$ cat src/rtl/registers.sv
// registers: 32 x 32-bit register file, two read ports (combinational + clocked), one write port, reg 0 reads zero
module registers #(
  parameter int DATA_WIDTH = 32,
  parameter int ADDR_WIDTH = 5,
  parameter int NUM_REGS   = 2**ADDR_WIDTH
) (
  input  logic                  clock,
  input  logic                  reset,
  input  logic [ADDR_WIDTH-1:0] addra,
  output logic [DATA_WIDTH-1:0] dataa,
  output logic [DATA_WIDTH-1:0] ass_dataa,
  input  logic [ADDR_WIDTH-1:0] addrb,
  output logic [DATA_WIDTH-1:0] datab,
  output logic [DATA_WIDTH-1:0] ass_datab,
  input  logic                  enc,
  input  logic [ADDR_WIDTH-1:0] addrc,
  input  logic [DATA_WIDTH-1:0] datac
);
  logic [DATA_WIDTH-1:0] mem [0:NUM_REGS-1];
  logic                  wr;
  // a write only lands when enabled and aimed at a non-zero register
  always_comb begin
    wr        = enc && (addrc != '0);
    ass_dataa = (addra == '0) ? '0 : mem[addra];
    ass_datab = (addrb == '0) ? '0 : mem[addrb];
  end
  // register storage; entry 0 is never written so it stays at its reset value
  always_ff @(posedge clock or negedge reset) begin
    if (!reset) begin
      for (int i = 0; i < NUM_REGS; i++) mem[i] <= '0;
    end else if (wr) begin
      mem[addrc] <= datac;
    end
  end
  // clocked reads with write-first bypass when the write targets the read address
  always_ff @(posedge clock or negedge reset) begin
    if (!reset) begin
      dataa <= '0;
      datab <= '0;
    end else begin
      dataa <= (wr && addrc == addra) ? datac : ass_dataa;
      datab <= (wr && addrc == addrb) ? datac : ass_datab;
    end
  end
endmodule

$ cat config.mk
export PLATFORM = sky130hd
export DESIGN_NAME = registers
export DESIGN_NICKNAME = d
export VERILOG_FILES = /design/src/rtl/registers.sv
export SDC_FILE = /design/constraint.sdc
export NUM_CORES = 2
export LEC_CHECK = 0
export ABC_AREA = 0
export CAP_MARGIN = 40
export CORE_UTILIZATION = 61
export CTS_BUF_LIST = sky130_fd_sc_hd__clkbuf_16
export CTS_CLUSTER_SIZE = 24
export DETAILED_ROUTE_END_ITERATION = 16
export PLACE_DENSITY = 0.82
export SLEW_MARGIN = 20
export SYNTH_ARGS = -nofsm -noshare
export SYNTH_HDL_FRONTEND = slang
export SYNTH_SLANG_ARGS = --single-unit
export TNS_END_PERCENT = 50
$ cat constraint.sdc
create_clock -name clock -period 3.75 [get_ports clock]
set_clock_uncertainty 0.05 [all_clocks]
set_input_delay 0.9375 -clock clock [delete_from_list [all_inputs] [get_ports clock]]
set_output_delay 0.9375 -clock clock [all_outputs]
set_load 0.02 [all_outputs]
==> impl_metrics.yaml <==
status:
  outcome: "finished, violations left"
  violations: "setup timing"
floorplanning:
  start_util: 0.6191
  fp.coreArea_um2: 93890
  rows: 112
  die_w_um: 310.7
  die-area_um2: 96530
  ioPinCount: 178
  fp.dieH_um: 310.7
synth:
  synthTopCellsByArea: "dfrtp_1, mux2_2, mux2i_1"
  synth_top_area_cell: "dfrtp_1"
  synthFlopType: "dfrtp_1"
  yosysWarningCount: 0
  ys_async_sr_fraction: 1.000
  synthesis.nets: 4563
  synth_edf_count: 0
  synth_top_area_frac: 0.4684
  ys_types: 38
  netlist_area_um2: 58130
  ys_ff_latch: 1088
  yosysSeqAreaShare: 0.4684
  synth_area_per_cell_um2: 12.88
  syn_inst: 4513
worst_setup_path:
  cpPeakStageDelay_ns: 0.78
  critPathTopFamily: "compound AO/OA/AOI/OAI gates"
  worst-path-buf-inv: 3
  worst-r2r-cell-count: 6
  startpoint: "addrb[0]"
  cp.depth: 7
  cp-start-kind: "primary input"
  cp_common_cell: "buf_12"
  worstSetupPathType: "primary input to output pin"
  reg2reg_from: "mem[640]"
  cp.required_ns: 2.76
  worst_ep_arrival_time_ns: 3.31
  cp-end-kind: "output pin"
  cp_max_fo: 8
  cp_cell_sequence: "buf_12, nor2b_4, buf_12, a22oi_1, a21oi_1, nor4_4, buf_4"
  slowest_stage: "a22oi_1"
place:
  dp.cells: 5969
  gp_congestion: 0.9656
  port_buffers: 177
  dpl.hpwl_um: 122900
routing:
  vias_per_cell: 7.385
  wl_per_cell_um: 35.55
  wl_met2_um: 96220
  top_layer_used: "met5"
  drtIter0Drc: 6130
  postRouteAntennaNets: 0
  drtPass1Iterations: 9
  dr_total_vias: 46430
  wl_met1_um: 71650
  drc: 0
  wirelength_um: 223500
  wl_met3_um: 30640
pwr:
  power.total_mw: 36.02
  p_leak_nw: 33.22
  p_per_area_nw_per_um2: 498.9
  irDropWorstVdd_uv: 483.0
sta:
  slew_headroom: 0.1009
  tightest_slew_ns: 1.340
  period_needed_ns: 4.299
  grt_setup_unrepaired: "true"
  min_period_over_period: 1.146
  finalHoldViolations: 0
  fmax_ghz: 0.2326
  finalSetupViolCount: 58
  drv_slew: 0
  setup_slack_ns: -0.5486
final_layout:
  layoutNonFillerInstCount: 6287
  area_delta_synth_final_pct: 24.20
  drive_gt1_frac: 0.4382
  nets: 4986
clocking:
  cts-root-buf: "clkbuf_16"
  cts_inserted_buffers: 109
  cts_tree: "built"
  cts_sinks: 1088
  insertion_delay_ns: 0.77
  cts_hold_buffers: 0
  ctsLongestPathBuffers: 3
  cts.htree.levels: 3
  clkTransAtPathRegs_ns: 0.06
global_route:
  grt_start_max_net_pins: 89
  grt-ovfl-total: 0
  grt_pass1_wl_um: 314100
  antenna_found_initial: 19
  track_usage: 0.4374
  grt_pass1_vias: 48250
run:
  drv_cap: 0
hold_path:
  min_path_type: "primary input to asynchronous set/reset pin"
## kinds of logic (layout without fill, tap and decap cells)
logic type | Yosys count | after routing | synth area share
compound gates | 685 | 685 | 0.07684
xor+xnor | 10 | 10 | 0.001507
buf+inv | 485 | 993 | 0.04046
flops | 1088 | 1088 | 0.4684
mux | 1952 | 1952 | 0.3854
other cells | 0 | 10 | 0
simple gates | 293 | 295 | 0.02738
## per-stage QoR
step	hold WS, ns	util	setup TNS [ns]	instance area [um^2]	setup WS [ns]
final	0.08732	0.7690	-6.338	72200	-0.5486
after global routing	0.1140	0.7688	-6.425	72190	-0.5172
after CTS	0.1474	0.7564	-1.903	71020	-0.1270
after detailed placement	0.3336	0.6908	-51.27	64860	-1.047
after global placement	0.3263	0.6889	-51.32	64680	-0.9853
after floorplan	0.3913	-	0	58130	0.08868
## routing by layer
layer,vias to the layer above,track usage
met4,20,0.3916
met5,-,0
met1,23050,0.5122
li1,17800,-
met2,3995,0.6530
met3,1565,0.1310
## final cells by class
class | count | area [um^2]
Clock buffer | 110 | 2753
Tap cell | 1254 | 1569
Multi-Input combinational cell | 2942 | 30240
Sequential cell | 1088 | 27230
Timing Repair Buffer | 795 | 9570
Antenna cell | 10 | 25.02
Fill cell | 4895 | 21690
Clock inverter | 88 | 813.3
## worst reg2reg max path: cells and delay by family (launching register included)
family	cells	cell delay (ns)
AOI/OAI and AO/OA	3	1.36
and+or+nand+nor	1	0.52
DFF	1	0.39
buffers and inverters	1	0.16
muxes	1	0.12
## worst paths after layout
path	endpoint	slack, ns
min in group clock	mem[1010]	0.35
worst min-delay path	mem[478]	0.09
worst min register to register	mem[1010]	0.35
worst max register to register	datab[0]	0.91
worst max-delay path	ass_datab[16]	-0.55
max in group asynchronous	mem[718]	2.54
## Yosys cell counts, types with 6 or more instances
master    instances
mux2_2          891
a21oi_1         216
nor2b_1          24
buf_4            43
o21ai_1          44
nor4_2           20
dfrtp_1        1088
clkbuf_1        243
or4_1            44
mux4_2          128
a22oi_1         384
mux2_1          121
buf_6            27
nor2_1           24
nand2_1         150
a31oi_1          20
buf_1            50
xor2_1            6
mux2i_1         812
clkbuf_4          6
buf_2           116
a211oi_1         20
## report_power, final
part	total [mW]	internal (mW)	leakage, nW	switching, mW
Clock	11.3	6.33	1.83	4.97
Sequential	15.8	13.9	13.9	1.86
Combinational	8.93	4.56	17.5	4.38
## what timing repair did
item                       in CTS  in global routing
resized for setup             647                177
pin swaps                     106                100
setup endpoints to repair      64                 64
buffers inserted               54                 30
gates cloned                   27                 10
## flip-flops by register name, indices dropped and copies added, names as in the netlist
register  cells
datab        32
dataa        32
mem        1024
## placed cells by master, fill, tap and decap left out, types with 6 or more instances in the layout
cell             synthesis  layout
a31oi_2                  0       6
a31oi_1                 20      13
mux2_2                 891     891
clkinv_1                 0      21
buf_4                   43     378
mux2i_2                  0      18
a21oi_4                  0      19
buf_16                   0      44
mux2_1                 121     121
nor2_4                   0      21
mux2i_1                812     792
xor2_1                   6       6
clkdlybuf4s50_1          0     102
dfrtp_1               1088    1088
mux4_2                 128     128
diode_2                  0      10
bufbuf_16                0       7
a22oi_1                384     289
buf_12                   0     130
a22oi_2                  0      95
clkbuf_16                0     120
nor2b_1                 24      18
buf_6                   27      80
or4_4                    0      44
nand2_2                  0      17
buf_2                  116      11
a211oi_2                 0      15
clkinv_2                 0      25
a21oi_2                  0      52
nor4_2                  20       8
o21ai_1                 44      44
nor4_4                   0      12
bufinv_16                0      15
buf_8                    0      28
a21oi_1                216     145
nand2_1                150     133
inv_1                    0      19
Note: power is estimated with default switching activity, not from simulation.
